===== config.mk =====
export PLATFORM = sky130hd
export DESIGN_NAME = rr_index_encoder
export DESIGN_NICKNAME = d
export VERILOG_FILES = /design/src/rtl/cpu_pkg.sv /design/src/rtl/prio_enc32.sv /design/src/rtl/rr_index_encoder.sv
export SDC_FILE = /design/constraint.sdc
export NUM_CORES = 1
export LEC_CHECK = 0
export BUFFER_PORTS_ARGS = -buffer_cell sky130_fd_sc_hd__buf_2
export CORE_ASPECT_RATIO = 0.5
export CORE_MARGIN = 4
export CORE_UTILIZATION = 47
export DETAILED_ROUTE_END_ITERATION = 8
export PLACE_DENSITY = 0.88
export SETUP_SLACK_MARGIN = 0.2
export SYNTH_ARGS = -nofsm -noshare
export SYNTH_HDL_FRONTEND = slang
export SYNTH_SLANG_ARGS = --single-unit

===== constraint.sdc =====
create_clock -name clk -period 2.9 [get_ports clk]
set_input_delay 0.145 -clock clk [delete_from_list [all_inputs] [get_ports clk]]
set_output_delay 0.145 -clock clk [all_outputs]
set_load 0.05 [all_outputs]

===== src/rtl/cpu_pkg.sv =====
// Shared register-file constants and the drain FSM state encoding.
// Latency: n/a (package only).
// Backpressure: n/a (package only).
package cpu_pkg;

    localparam int REG_NUM = 32;  // number of architectural registers
    localparam int REG_AW  = 5;   // register index width, clog2(REG_NUM)

    typedef enum logic [1:0] {
        IDLE = 2'd0,
        SCAN = 2'd1,
        DONE = 2'd2
    } state_t;

endpackage


===== src/rtl/prio_enc32.sv =====
// Lowest-set-bit encoder: returns the index of the least significant 1 in req.
// Latency: purely combinational, zero cycles.
// Backpressure: none; no handshake.
//
// Ports:
//   req  in   32-bit request vector
//   idx  out  index of the lowest set bit (0 when req is empty)
//   any  out  at least one bit of req is set
module prio_enc32 (
    input  logic [31:0] req,
    output logic [4:0]  idx,
    output logic        any
);

    // Walk from the top down so the last match, i.e. the lowest index, wins.
    always_comb begin
        idx = '0;
        for (int i = 31; i >= 0; i--) begin
            if (req[i]) begin
                idx = 5'(i);
            end
        end
    end

    assign any = |req;

endmodule


===== src/rtl/rr_index_encoder.sv =====
// Drains a 32-bit register mask into a stream of 5-bit indices, one per handshake.
// Latency: first index the cycle after a load; done pulses the cycle after the last handshake.
// Backpressure: idx_out/idx_valid/pending hold while idx_ready is low; req_load ignored while busy.
//
// Ports:
//   clk, rst   rising-edge clock, synchronous active-high reset
//   req_vec    request mask, captured on req_load when not busy
//   req_load   load strobe
//   idx_out    index currently offered (valid only while idx_valid)
//   idx_valid  idx_out is valid (high only in SCAN)
//   idx_ready  consumer accepts idx_out this cycle
//   busy       block is scanning; loads are ignored
//   done       one-cycle pulse after the mask drains or after an empty load
//   pending    requests not yet served
//
// Build option: define RR_INDEX_ENCODER_RR_EN for round-robin selection, where the
// search starts just past the last index served and that pointer persists across
// loads. Without it the lowest pending index always goes first and no pointer exists.
module rr_index_encoder
    import cpu_pkg::*;
#(
    parameter int N = REG_NUM,
    parameter int W = REG_AW
) (
    input  logic         clk,
    input  logic         rst,
    input  logic [N-1:0] req_vec,
    input  logic         req_load,
    output logic [W-1:0] idx_out,
    output logic         idx_valid,
    input  logic         idx_ready,
    output logic         busy,
    output logic         done,
    output logic [N-1:0] pending
);

    state_t       state;
    state_t       state_nxt;
    logic [N-1:0] pending_nxt;
    logic [N-1:0] rot;        // pending as seen from the search start point
    logic [W-1:0] enc_idx;    // lowest set bit of rot
    logic         enc_any;
    logic [W-1:0] idx_sel;    // enc_idx mapped back to an absolute register index
    logic [N-1:0] clr_mask;
    logic [N-1:0] pending_cleared;
    logic         hs;

`ifdef RR_INDEX_ENCODER_RR_EN
    logic [W-1:0] ptr;

    // Rotate right by ptr so bit ptr lands at position 0; the encoder then finds
    // the first request at or above ptr, wrapping past the top back to bit 0.
    // A shift by N (ptr == 0) yields zero, leaving the plain right shift.
    assign rot     = (pending >> ptr) | (pending << (N - int'(ptr)));
    assign idx_sel = enc_idx + ptr;  // W-bit add wraps modulo N

    // Served index plus one; index N-1 wraps naturally to 0 in W bits.
    always_ff @(posedge clk) begin
        if (rst) begin
            ptr <= '0;
        end else if (hs) begin
            ptr <= idx_out + W'(1);
        end
    end
`else
    assign rot     = pending;
    assign idx_sel = enc_idx;
`endif

    prio_enc32 u_enc (
        .req (rot),
        .idx (enc_idx),
        .any (enc_any)
    );

    // Outputs depend on registered state only. pending is never empty in SCAN,
    // so the enc_any term is a guard rather than a functional qualifier.
    assign idx_valid = (state == SCAN) && enc_any;
    assign idx_out   = (state == SCAN) ? idx_sel : '0;
    assign busy      = (state == SCAN);
    assign done      = (state == DONE);

    assign hs              = idx_valid && idx_ready;
    assign clr_mask        = {{(N-1){1'b0}}, 1'b1} << idx_sel;
    assign pending_cleared = pending & ~clr_mask;

    always_ff @(posedge clk) begin
        if (rst) begin
            state   <= IDLE;
            pending <= '0;
        end else begin
            state   <= state_nxt;
            pending <= pending_nxt;
        end
    end

    always_comb begin
        state_nxt   = state;
        pending_nxt = pending;
        case (state)
            IDLE: begin
                if (req_load) begin
                    pending_nxt = req_vec;
                    state_nxt   = (req_vec != '0) ? SCAN : DONE;
                end
            end
            DONE: begin
                if (req_load) begin
                    pending_nxt = req_vec;
                    state_nxt   = (req_vec != '0) ? SCAN : DONE;
                end else begin
                    state_nxt = IDLE;
                end
            end
            SCAN: begin
                // req_load is deliberately not looked at here.
                if (hs) begin
                    pending_nxt = pending_cleared;
                    if (pending_cleared == '0) begin
                        state_nxt = DONE;
                    end
                end
            end
            default: begin
                state_nxt   = IDLE;
                pending_nxt = '0;
            end
        endcase
    end

endmodule


# Word-level counts from Yosys, hierarchy flattened
# Cells that the tools add are included.
# op_classes
addsub	0
mul	0
n_div	0
order_cmp	0
eq_ne	6
n_shift	1
n_mux	42
bitwise	2
reduce_logical	9
# op_table
cell	count
$mux 5	33
$mux 32	2
$pmux 32 s2	1
$and 32x32->32	1
$logic_not 32->1	1
$not 32->32	1
$reduce_bool 32->1	1
$reduce_or 32->1	1
$shl 1x5->32 const A	1
$mux 2	5
$ne 2x1->1 const B	3
$pmux 2 s3	1
$reduce_and 3->1	1
$eq 2x1->1 const B	1
$eq 2x2->1 const B	1
$logic_and 1x1->1	2
$logic_not 2->1	1
$ne 2x2->1 const B	1
$reduce_and 2->1	1
$reduce_or 2->1	1
# word_totals
regBits	34
latch_bits	0
mem_bits_rw	0
rom_bits	0
in_bits	36
word_cells	62
memories	0

# Longest topological paths before layout
# depth
word_depth	39
ltp_mapped	12
ltp_nobuf	10

# Modules after synthesis
# From an unflattened synthesis, not the netlist that was laid out.
# hier_totals
hier_cells	351
hier_area_um2	2447.3
# by_module_without_submodules
module	n_inst	cells_per_inst	area_each_um2	seq_area_each_um2
rr_index_encoder	1	286	2062.0	680.7
prio_enc32	1	65	385.4	0.0

# Least setup slack after synthesis
# OpenSTA, ideal clock, no wires.
# synth_path
kind	register to output
startpoint	reg pending[4]
endpoint	out idx_out[4]
arrival_time_ns	2.879
required_time_ns	2.755
path_slack_ns	-0.124
path_stages_with_launch	5
n_path_buf	1
cell_sequence	dfxtp_1 -> clkbuf_1 -> nor4_1 -> nand2_1 -> nor4_1
# synth_between
elab_chain_len	6
# synth_lines
element	line_no	text
start, declared	rr_index_encoder.sv:34	output logic [N-1:0] pending
start signal, assigned	rr_index_encoder.sv:93	pending <= pending_nxt;
$mux 5 (5 in series)	prio_enc32.sv:19	if (req[i]) begin
$mux 5	rr_index_encoder.sv:79	assign idx_out = (state == SCAN) ? idx_sel : '0;
end, declared	rr_index_encoder.sv:29	output logic [W-1:0] idx_out,
# Every way passes these cells.

# Worst setup path in the final report
# layout_path
startpoint	reg pending[24]
endpoint	reg state[0]
# layout_between
elab_chain_len	31
word_cells_on_any_way	35
cone_classes	2 x eq/ne; 1 x shift; 25 x mux; 2 x bitwise; 5 x reduce/logical
# layout_lines
element	line_no	text
$mux 5 (25 in series)	prio_enc32.sv:19	
$shl 1x5->32	rr_index_encoder.sv:84	assign clr_mask = {{(N-1){1'b0}}, 1'b1} << idx_sel;
$not 32->32	rr_index_encoder.sv:85	assign pending_cleared = pending & ~clr_mask;
$and 32x32->32	rr_index_encoder.sv:85	
$logic_not 32->1	rr_index_encoder.sv:119	if (pending_cleared == '0) begin
$ne 2x1->1 (no source line)	--	
$reduce_and 3->1 (no source line) (*)	--	
end signal, assigned	rr_index_encoder.sv:92	state <= state_nxt;
end, declared	rr_index_encoder.sv:37	state_t state;
# Every way passes the cells marked *; elsewhere a longest branch is shown, timed or not.
# A chain may end at the register's enable or synchronous reset.

==> flow_summary_export.csv <==
group,metric,value,unit
worst_setup_path,cp_data_required_time,3.05,ns
yosys,synth.distinct_cells,56,
layout,syn2layout_area_growth,72.5,%
sta,fmax,318,MHz
global_routing,gr-total-overflow,0,
worst_setup_path,slowest_delay,0.54,ns
worst_setup_path,cp_slowest_cell,"or4_4",
detailed_routing,drt_first_pass_iters,6,
layout,n_antenna_cell,0,
worst_setup_path,cp-end-kind,"register",
clock_network,cts_root_buf,"clkbuf_8",
sta,fin_skew,0.0121,ns
floorplanning,die-height,59.0,um
detailed_routing,wl_per_cell,22.0,um
detailed_routing,viasPerCell,6.44,
worst_setup_path,cp_max_fo,2,
detailed_routing,drcViolationCount,0,
yosys,synthCells,338,
sta,tightest_slew,0.859,ns
pwr,p_per_area,565,nW/um^2
floorplanning,initial_core_util,0.492,
pwr,ir_drop,0.367,mV
yosys,seq_area_frac_synth,0.278,
placed_design,port_buffers,75,
sta,slew_violations,0,
global_routing,grtUsageTotal,0.378,
pwr,p_leak,1.87,nW
sta,setup_viol,2,
clock_network,clock_latency,0.29,ns
sta,fin_setup_tns,-0.375,ns
yosys,synth_edf_count,0,
clock_network,cts_sinks,34,
yosys,syn_area,2450,sq um
sta,final_hold_viol_count,0,
sta,whs,0.115,ns
worst_setup_path,cp_data_arrival_time,3.30,ns
layout,num-fill-cells,316,
global_routing,grt_pass1_wl,18.3,mm
flow_run,max_cap_violations,0,
worst_setup_path,r2r_slack,-0.25,ns
worst_setup_path,timing.rr.start,"pending[24]$_SDFFE_PP0P_",
layout,post-route-util,0.848,
layout,nNetsFinal,562,
placed_design,gp_congestion,0.985,
pwr,finalPower,2.39,mW
clock_network,clk_path_buf_depth,2,
pwr,power_switching,1.10,mW
layout,stdcell_area,4220,sq um
yosys,avgSynthCellArea,7.24,sq um
detailed_routing,drtAntennaViolNets,0,
pwr,pwr-share-comb,0.616,
sta,period_needed,3.15,ns
worst_setup_path,path_cells,"or4_4 > buf_6 > nor4_4 > a31oi_2 > nand2b_4 > or4b_4 > o221ai_4 > o2111ai_2 > nor4_4 > a21oi_2 > nor3b_1",
run_status,status,"complete, but fails checks",
floorplanning,die_area,6500,sq um
worst_setup_path,r2r_end,"state[0]$_SDFFE_PP0P_",
clock_network,clkTransAtPathRegs,0.08,ns
placed_design,place_ws,-0.383,ns
layout,final_cells,596,
sta,finalCritPeriodShare,1.09,
yosys,yosys_warnings,0,
yosys,ys_async_sr_fraction,0,
worst_setup_path,critPathLaunch,"pending[24]$_SDFFE_PP0P_",
detailed_routing,totalWireLength,13.1,mm
global_routing,grt_pass1_vias,3405,
placed_design,dp_hpwl,9.52,mm
worst_setup_path,worstSetupPathType,"register to register",
run_status,violations,"setup timing",
sta,maxSlewHeadroom,0.427,
worst_hold_path,hold_class,"input port to register",
placed_design,dp_cells,577,
worst_setup_path,critPathMostFrequentCell,"nor4_4",
detailed_routing,dr_total_vias,3839,
floorplanning,fp.coreArea,4980,sq um
clock_network,htree_levels,2,
pwr,p_int,1.28,mW
global_routing,antenna_found_initial,0,
worst_setup_path,rr_worst_depth,11,
clock_network,cts_tree,"yes",
pwr,pwr-share-clk,0.145,
yosys,syn_nets,374,
worst_setup_path,crit_path_end,"state[0]$_SDFFE_PP0P_",
worst_setup_path,crit_path_start_kind,"register",
floorplanning,ios,76,
layout,drive_gt1_frac,0.538,
sta,setup_ws,-0.247,ns
detailed_routing,dr.first_iter.drc_count,706,
yosys,synth_flop_cell,"dfxtp_1",
pwr,seqPwrFrac,0.239,
floorplanning,num_rows,18,
placed_design,place_area,3730,sq um
yosys,ys_ff_latch,34,
sta,rsz0062_at_grt,"true",
floorplanning,die_x,110,um
pwr,switching_share,0.462,
clock_network,cts-buffers-inserted,5,
global_routing,grt_max_degree,35,
==> layout make-up <==
type	count	area (sq um)	area share
Multi-Input combinational cell	268	1920	0.455
Inverter	14	52.6	0.0124
Clock buffer	7	76.3	0.0181
Timing Repair Buffer	203	1390	0.328
Tap cell	70	87.6	0.0207
Sequential cell	34	699	0.166
==> registers in the layout, indices dropped and copies added (netlist names) <==
signal / cells
pending: 32
state: 2
==> routing by layer <==
metal  share of wire  wire (um)  global-route usage  vias to the layer above
met5               0          0                   0                        -
li1                -          -                   -                     1661
met4           0.031        407              0.0835                        0
met3            0.14       1780               0.138                       56
met1            0.41       5350               0.539                     1791
met2            0.42       5550               0.545                      331
==> cells by family (layout without fill, tap and decap cells) <==
logic type               after synthesis  after routing  synth area share
buffers and inverters                 36            224            0.0583
AND/OR/NAND/NOR                      142            142             0.312
flip-flops                            34             34             0.278
AO/OA/AOI/OAI                        125            125             0.347
adder cells (fa/ha/maj)                1              1           0.00409
==> power groups by stage <==
stage | combinational [mW] | sequential [mW] | clock, mW
floorplan | 0.486 | 0.714 | 0
global placement | 1.21 | 0.570 | 0
detailed placement | 1.21 | 0.573 | 0
CTS | 1.29 | 0.563 | 0.334
global route | 1.52 | 0.573 | 0.358
finish | 1.47 | 0.571 | 0.345
==> critical path, delay by kind of cell (launching register included) <==
kind	cells	cell delay (ns)
AND/OR/NAND/NOR	6	2.03
AO/OA/AOI/OAI	4	0.51
buffers and inverters	1	0.14
flip-flops	1	0.32
==> synthesized netlist by cell type (5+ instances only) <==
cell type	count	area [sq um]
nor2_1	53	199
a21oi_1	34	170
dfxtp_1	34	681
o31ai_1	20	150
clkbuf_1	19	71.3
o21ai_0	17	85.1
nor4_1	16	100
nand2_1	15	56.3
inv_1	14	52.6
a22oi_1	9	67.6
nor3_1	9	45.0
a211oi_1	8	60.1
or2_2	7	43.8
nor2b_1	5	31.3
==> cells in the final DEF (no fill, tap or decap), types with 3 or more instances in the layout <==
master,count
a21oi_2,4
and3_1,3
o31ai_1,15
nor4_1,14
nand3_1,3
o31a_1,3
o22a_1,4
buf_6,7
a211oi_1,7
nor3_1,3
o21a_1,3
inv_1,14
o21ai_0,15
nor4_2,4
clkbuf_8,5
or2_2,6
a22oi_1,9
nand2b_1,3
nand4_1,3
buf_2,75
a21oi_1,27
o31ai_4,4
buf_8,3
nor3_2,6
nand2_1,15
or4_4,4
o21ai_1,3
nor2_1,49
a21oi_4,3
buf_4,118
dfxtp_2,15
dfxtp_1,19
nor2b_1,5
==> worst min path at each step <==
stage,startpoint,end,slack [ns],cells after the start
2_1_floorplan,req_vec[19],pending[19]$_SDFFE_PP0P_,0.28,2
3_3_place_gp,req_vec[1],pending[1]$_SDFFE_PP0P_,0.40,3
3_5_place_dp,req_vec[1],pending[1]$_SDFFE_PP0P_,0.42,3
4_1_cts,req_vec[1],pending[1]$_SDFFE_PP0P_,0.12,3
5_1_grt,req_vec[19],pending[19]$_SDFFE_PP0P_,0.13,3
6_report,req_vec[1],pending[1]$_SDFFE_PP0P_,0.12,3
==> repair_timing <==
item	in CTS	in global routing
pin swaps	5	18
buffers inserted	4	7
endpoints found under the setup margin	31	32
hold buffers	0	0
cloned	1	0
gates resized for setup	21	50
Note: power is estimated with default switching activity, not from simulation.
